`src/rtl/line_read_buffer_if.sv`:
```
// line_read_buffer_if
// Refill request/response and AXI read-beat signals for the line read buffer.
//   slave  modport : the line_read_buffer itself
//   master modport : refill controller plus AXI read master (drives requests and beats)
// Signals:
//   Enable, Address                 refill request (level) and miss byte address
//   AXIRData, AXIRValid, AXIRLast   incoming read beats
//   AXIAddr, AXIStartRead           read command toward the AXI master
//   LR_Data, LR_Completed, LR_Error assembled line and status
//   CritWord, CritValid             critical word strobe (CRITICAL_WORD_FIRST_EN builds)
interface line_read_buffer_if #(
    parameter int LINE_W = 256
);
    logic              Enable;
    logic [31:0]       Address;
    logic [31:0]       AXIRData;
    logic              AXIRValid;
    logic              AXIRLast;
    logic [31:0]       AXIAddr;
    logic              AXIStartRead;
    logic [LINE_W-1:0] LR_Data;
    logic              LR_Completed;
    logic              LR_Error;
    logic [31:0]       CritWord;
    logic              CritValid;

    modport slave (
        input  Enable, Address, AXIRData, AXIRValid, AXIRLast,
        output AXIAddr, AXIStartRead, LR_Data, LR_Completed, LR_Error, CritWord, CritValid
    );

    modport master (
        output Enable, Address, AXIRData, AXIRValid, AXIRLast,
        input  AXIAddr, AXIStartRead, LR_Data, LR_Completed, LR_Error, CritWord, CritValid
    );
endinterface

```
`src/rtl/line_read_buffer.sv`:
```
// line_read_buffer
// Fetches one 256-bit cache line from the AXI read master on a miss: one start
// pulse with the line address, eight 32-bit beats assembled into LR_Data, then
// LR_Completed held until the refill request (Enable) drops.
// Ports:
//   Clk    rising-edge clock
//   Rst_n  asynchronous active-low reset (shared with the AXI read master)
//   bus    line_read_buffer_if.slave (request, beats, line/status outputs)
// Optional build macro CRITICAL_WORD_FIRST_EN: word-aligned request address,
// beats wrap from the requested word, and the first beat is echoed on CritWord.
module line_read_buffer #(
    parameter int BEATS  = 8,
    parameter int LINE_W = 256
) (
    input  logic              Clk,
    input  logic              Rst_n,
    line_read_buffer_if.slave bus
);

    typedef enum logic [2:0] {S_IDLE, S_REQ, S_COLLECT, S_DONE, S_DRAIN} state_t;

    state_t            r_state;
    state_t            w_state_next;
    logic              r_armed;
    logic [2:0]        r_cnt;
    logic [31:0]       r_addr;
    logic              r_start;
    logic [LINE_W-1:0] r_data;
    logic              r_done;
    logic              r_err;
    logic [31:0]       r_crit;
    logic              r_critv;

    logic              w_accept;
    logic              w_write;
    logic              w_consume;
    logic              w_final;
    logic              w_err;
    logic              w_last_slot;
    logic [2:0]        w_idx;
    logic              w_unused_addr;

    // Low address bits are only meaningful in some build variants.
    assign w_unused_addr = ^bus.Address[4:0];

`ifdef CRITICAL_WORD_FIRST_EN
    logic [2:0] r_start_idx;
    assign w_idx = r_start_idx + r_cnt;
`else
    assign w_idx = r_cnt;
`endif

    // The 8th beat ends the transfer even without RLast; RLast on any other
    // beat ends it early. Either disagreement is an error.
    assign w_last_slot = (r_cnt == 3'(BEATS - 1));
    assign w_final     = bus.AXIRValid && (bus.AXIRLast || w_last_slot);
    assign w_err       = bus.AXIRLast != w_last_slot;

    always_ff @(posedge Clk or negedge Rst_n) begin
        if (!Rst_n) r_state <= S_IDLE;
        else        r_state <= w_state_next;
    end

    always_comb begin
        w_state_next = r_state;
        w_accept     = 1'b0;
        w_write      = 1'b0;
        w_consume    = 1'b0;
        case (r_state)
            S_IDLE: begin
                if (bus.Enable && r_armed) begin
                    w_accept     = 1'b1;
                    w_state_next = S_REQ;
                end
            end
            S_REQ: begin
                // The start pulse completes regardless; a drop here aborts.
                w_state_next = bus.Enable ? S_COLLECT : S_DRAIN;
            end
            S_COLLECT: begin
                if (!bus.Enable) begin
                    // Abort: a beat arriving now is counted but not stored.
                    w_consume    = bus.AXIRValid;
                    w_state_next = w_final ? S_IDLE : S_DRAIN;
                end else if (bus.AXIRValid) begin
                    w_write   = 1'b1;
                    w_consume = 1'b1;
                    if (w_final) w_state_next = S_DONE;
                end
            end
            S_DONE: begin
                if (!bus.Enable) w_state_next = S_IDLE;
            end
            S_DRAIN: begin
                if (bus.AXIRValid) begin
                    w_consume = 1'b1;
                    if (w_final) w_state_next = S_IDLE;
                end
            end
            default: w_state_next = S_IDLE;
        endcase
    end

    always_ff @(posedge Clk or negedge Rst_n) begin
        if (!Rst_n) begin
            r_armed <= 1'b1;
            r_cnt   <= 3'd0;
            r_addr  <= 32'd0;
            r_start <= 1'b0;
            r_data  <= '0;
            r_done  <= 1'b0;
            r_err   <= 1'b0;
            r_crit  <= 32'd0;
            r_critv <= 1'b0;
`ifdef CRITICAL_WORD_FIRST_EN
            r_start_idx <= 3'd0;
`endif
        end else begin
            r_start <= w_accept;
            // Re-arm on any sampled low Enable: one transfer per assertion.
            if (!bus.Enable)  r_armed <= 1'b1;
            else if (w_accept) r_armed <= 1'b0;

            if (w_accept) begin
`ifdef CRITICAL_WORD_FIRST_EN
                r_addr      <= {bus.Address[31:2], 2'b00};
                r_start_idx <= bus.Address[4:2];
`else
                r_addr      <= {bus.Address[31:5], 5'b00000};
`endif
                r_data <= '0;
                r_err  <= 1'b0;
                r_cnt  <= 3'd0;
            end else if (w_consume) begin
                r_cnt <= r_cnt + 3'd1;
            end

            if (w_write) r_data[{w_idx, 5'b00000} +: 32] <= bus.AXIRData;

            if (w_write && w_final) begin
                r_done <= 1'b1;
                r_err  <= w_err;
            end else if (r_state == S_DONE && !bus.Enable) begin
                r_done <= 1'b0;
            end

            // Critical word: only the first stored beat of a live transfer.
            r_critv <= w_write && (r_cnt == 3'd0);
            if (w_write && (r_cnt == 3'd0)) r_crit <= bus.AXIRData;
        end
    end

    assign bus.AXIAddr      = r_addr;
    assign bus.AXIStartRead = r_start;
    assign bus.LR_Data      = r_data;
    assign bus.LR_Completed = r_done;
    assign bus.LR_Error     = r_err;
`ifdef CRITICAL_WORD_FIRST_EN
    assign bus.CritWord     = r_crit;
    assign bus.CritValid    = r_critv;
`else
    logic w_unused_crit;
    assign w_unused_crit    = ^{r_crit, r_critv};
    assign bus.CritWord     = 32'd0;
    assign bus.CritValid    = 1'b0;
`endif

endmodule
```
`src/flat_wrapper.sv`:
```
// flat-port wrapper written by rule: the top's interface ports become plain ports
module line_read_buffer_flat 
#(
    parameter int BEATS  = 8,
    parameter int LINE_W = 256
)
  (Clk, Rst_n, bus_Enable, bus_Address, bus_AXIRData, bus_AXIRValid, bus_AXIRLast, bus_AXIAddr, bus_AXIStartRead, bus_LR_Data, bus_LR_Completed, bus_LR_Error, bus_CritWord, bus_CritValid);
  line_read_buffer_if #(.LINE_W(LINE_W)) bus_i ();
  input  logic Clk;
  input  logic Rst_n;
  input wire logic [$bits(bus_i.Enable)-1:0] bus_Enable;
  input wire logic [$bits(bus_i.Address)-1:0] bus_Address;
  input wire logic [$bits(bus_i.AXIRData)-1:0] bus_AXIRData;
  input wire logic [$bits(bus_i.AXIRValid)-1:0] bus_AXIRValid;
  input wire logic [$bits(bus_i.AXIRLast)-1:0] bus_AXIRLast;
  output wire logic [$bits(bus_i.AXIAddr)-1:0] bus_AXIAddr;
  output wire logic [$bits(bus_i.AXIStartRead)-1:0] bus_AXIStartRead;
  output wire logic [$bits(bus_i.LR_Data)-1:0] bus_LR_Data;
  output wire logic [$bits(bus_i.LR_Completed)-1:0] bus_LR_Completed;
  output wire logic [$bits(bus_i.LR_Error)-1:0] bus_LR_Error;
  output wire logic [$bits(bus_i.CritWord)-1:0] bus_CritWord;
  output wire logic [$bits(bus_i.CritValid)-1:0] bus_CritValid;
  assign bus_i.Enable = bus_Enable;
  assign bus_i.Address = bus_Address;
  assign bus_i.AXIRData = bus_AXIRData;
  assign bus_i.AXIRValid = bus_AXIRValid;
  assign bus_i.AXIRLast = bus_AXIRLast;
  assign bus_AXIAddr = bus_i.AXIAddr;
  assign bus_AXIStartRead = bus_i.AXIStartRead;
  assign bus_LR_Data = bus_i.LR_Data;
  assign bus_LR_Completed = bus_i.LR_Completed;
  assign bus_LR_Error = bus_i.LR_Error;
  assign bus_CritWord = bus_i.CritWord;
  assign bus_CritValid = bus_i.CritValid;
  line_read_buffer #(.BEATS(BEATS), .LINE_W(LINE_W)) u_core (.Clk(Clk), .Rst_n(Rst_n), .bus(bus_i));
endmodule
```
`config.mk`:
```
export PLATFORM = sky130hd
export DESIGN_NAME = line_read_buffer_flat
export DESIGN_NICKNAME = d
export VERILOG_FILES = /design/src/rtl/line_read_buffer_if.sv /design/src/rtl/line_read_buffer.sv /design/src/flat_wrapper.sv
export SDC_FILE = /design/constraint.sdc
export NUM_CORES = 1
export LEC_CHECK = 0
export CORE_ASPECT_RATIO = 0.8
export CORE_UTILIZATION = 40
export CTS_CLUSTER_DIAMETER = 50
export DETAILED_ROUTE_END_ITERATION = 16
export PLACE_DENSITY = 0.75
export SLEW_MARGIN = 20
export SYNTH_ARGS = -nofsm -noshare
export SYNTH_HDL_FRONTEND = slang
export SYNTH_SLANG_ARGS = --single-unit
```
`constraint.sdc`:
```
create_clock -name Clk -period 6 [get_ports Clk]
set_input_delay 0.6 -clock Clk [delete_from_list [all_inputs] [get_ports Clk]]
set_output_delay 0.6 -clock Clk [all_outputs]
set_load 0.05 [all_outputs]
```
==> results.sh <==
export IMPL_vdd_drop_max_mv=0.319
export IMPL_grt_max_degree=170
export IMPL_power_density_mw_per_mm2=350
export IMPL_grt_usage=0.218
export IMPL_arrival_ns=3.42
export IMPL_synth_cell_type_count=44
export IMPL_cts_tree="yes"
export IMPL_place_port_buffers=349
export IMPL_postCtsHoldBufs=0
export IMPL_via_per_inst=5.20
export IMPL_post_place_cells=1738
export IMPL_final_cells=1797
export IMPL_ios=393
export IMPL_final_cell_mix="clkdlybuf4s50_1 (348), dfrtp_1 (292), mux2i_1 (256)"
export IMPL_crit_cells=6
export IMPL_crit_type="reg -> reg"
export IMPL_nets=1430
export IMPL_outcome="finished clean"
export IMPL_crit_start="u_core.r_cnt[0]"
export IMPL_path_buf_inv=1
export IMPL_cp_common_cell="ha_1"
export IMPL_ys_ff_latch=293
export IMPL_die_w_microns=203
export IMPL_avgSynthCellArea_sq_um=12.3
export IMPL_fin_crit_sh=0.503
export IMPL_rsz0062_at_grt="no"
export IMPL_postPlaceCellArea_sq_mm=0.0164
export IMPL_setup_tns_ns=0
export IMPL_die_height_microns=163
export IMPL_final_cell_area_sq_mm=0.0176
export IMPL_setup_slack_ns=2.98
export IMPL_rows=58
export IMPL_yosysWarnings=0
export IMPL_coreArea_sq_mm=0.0316
export IMPL_reg2reg_depth=6
export IMPL_syn_inst=1051
export IMPL_rr_endpoint="u_core.bus.LR_Data[18]"
export IMPL_rr_startpoint="u_core.r_cnt[0]"
export IMPL_hold_class="in -> async"
export IMPL_finalMaxSlewViolations=0
export IMPL_finClkSkew_ns=0.0117
export IMPL_drv_cap=0
export IMPL_grt_pass1_wl_microns=56200
export IMPL_detail_route_antenna_nets=0
export IMPL_tightest_slew_ns=1.10
export IMPL_required_ns=6.40
export IMPL_first_iter_violations=506
export IMPL_critPathTopFamily="simple AND/OR/NAND/NOR gates"
export IMPL_cts_sinks=293
export IMPL_cts_root_buffer="clkbuf_16"
export IMPL_path_clk_slew_ns=0.06
export IMPL_hold_violations=0
export IMPL_post_cts_resized=0
export IMPL_globalplace_congestion=0.741
export IMPL_setup_viol=0
export IMPL_syn_cell_area_sq_mm=0.0129
export IMPL_num_vias=9339
export IMPL_area_growth_pct=36.3
export IMPL_crit_path_cell_trace="inv_1 -> ha_1 -> ha_1 -> nor4_1 -> nand4_4 -> mux2i_1"
export IMPL_htree_num_levels=2
export IMPL_worstSetupEndpointType="flip-flop"
export IMPL_drive_above_1_share=0.0748
export IMPL_die_area_sq_mm=0.0330
export IMPL_dpl_hpwl_microns=22300
export IMPL_antenna_found_initial=0
export IMPL_synth_async_reset_ratio=1.00
export IMPL_slowest_delay_ns=0.90
export IMPL_yosysSeqAreaShare=0.569
export IMPL_period_minus_slack_ns=3.02
export IMPL_start_kind="flip-flop"
export IMPL_p_leak_uw=0.00936
export IMPL_synthFlopType="dfrtp_1"
export IMPL_drt_total_wl_microns=36400
export IMPL_crit_path_top_delay_cell="nand4_4"
export IMPL_clock_latency_ns=0.52
export IMPL_layout_commonest_cell="clkdlybuf4s50_1"
export IMPL_r2r_slack_ns=2.98
export IMPL_crit_path_max_fanout=32
export IMPL_post_place_ws_ns=2.48
export IMPL_n_antenna_cell=0
export IMPL_routedWlPerCell_microns=20.3
export IMPL_gr_total_overflow=0
export IMPL_grt_pass1_vias=9552
export IMPL_dr_pass1_iters=5
export IMPL_fmax_ghz=0.331
export IMPL_synth_edf_count=0
export IMPL_crit_end="u_core.bus.LR_Data[18]"
export IMPL_cts_max_path_buffers=3
export IMPL_start_util=0.408
export IMPL_cts_buffers=34
export IMPL_relSlewSlack=0.262
export IMPL_post_cts_buffers=0
export IMPL_finalPower_uw=6150
export IMPL_drc=0
==> registers in the layout, indices dropped and copies added (netlist names) <==
name / count
u_core.bus.LR_Completed: 1
u_core.r_armed: 1
u_core.bus.AXIAddr: 27
u_core.r_cnt: 3
u_core.r_state: 3
u_core.bus.LR_Error: 1
u_core.bus.AXIStartRead: 1
u_core.bus.LR_Data: 256
==> worst min-delay path by stage <==
stage | endpoint | slack, ns | cells past startpoint
CTS | u_core.bus.LR_Data[24] | 0.14 | 1
finish | u_core.bus.LR_Data[24] | 0.08 | 1
detailed placement | u_core.r_armed | 0.46 | 2
global route | u_core.bus.LR_Data[24] | 0.17 | 1
global placement | u_core.r_armed | 0.46 | 2
floorplan | u_core.bus.AXIAddr[10] | 0.30 | 0
==> synthesized netlist by cell type, types with 2 or more instances <==
cell / instances / area (sq um)
ha_1: 6 / 75.1
buf_4: 40 / 300
nand2_1: 2 / 7.51
nor3b_1: 2 / 15.0
inv_1: 37 / 139
nand2b_1: 4 / 25.0
nor2_1: 5 / 18.8
nand3_2: 4 / 40.0
clkbuf_1: 41 / 154
buf_2: 32 / 160
buf_6: 5 / 56.3
mux2i_1: 256 / 2560
buf_1: 3 / 11.3
mux2_4: 19 / 285
dfrtp_1: 292 / 7310
o21ai_0: 222 / 1110
o21ai_1: 36 / 180
o2bb2ai_1: 3 / 26.3
buf_12: 2 / 40.0
clkbuf_2: 5 / 25.0
nor2b_1: 3 / 18.8
mux2_2: 8 / 90.1
nand4_2: 3 / 37.5
==> cell type report <==
class                   instances  area, sq um
clock inverters                 8         58.8
well taps                     420          526
clock buffers                  50         1040
inverters                      37          139
repair buffers                359         3620
flip-flops and latches        293         7330
multi-input cells             630         4850
fillers                      2659        14000
==> power by group <==
group          switching (uW)  leakage, uW  internal (uW)  total [uW]
Clock                     824     0.000540           1210        2030
Combinational            1320      0.00480            560        1880
Sequential                104      0.00402           2130        2240
==> cell families after synthesis <==
group,synth area share
muxes,0.228
other,0.000291
and+or+nand+nor,0.0201
AOI/OAI and AO/OA,0.108
xor gates and xnor gates,0.000679
adders and majority gates,0.00582
DFF,0.569
buffers and inverters,0.0687
==> stage by stage <==
stage | util | hold WS, ns
floorplan | - | 0.304
global placement | 0.521 | 0.460
detailed placement | 0.521 | 0.465
CTS | 0.556 | 0.142
global route | 0.557 | 0.166
finish | 0.557 | 0.0802
==> metal layers <==
layer | vias to the layer above | global-route usage | wire length, microns
met5 | - | 0 | 0
li1 | 4217 | - | -
met3 | 41 | 0.0704 | 2830
met2 | 277 | 0.345 | 17000
met1 | 4804 | 0.291 | 16000
met4 | 0 | 0.0513 | 518
Power figures use the tool's default switching activity.
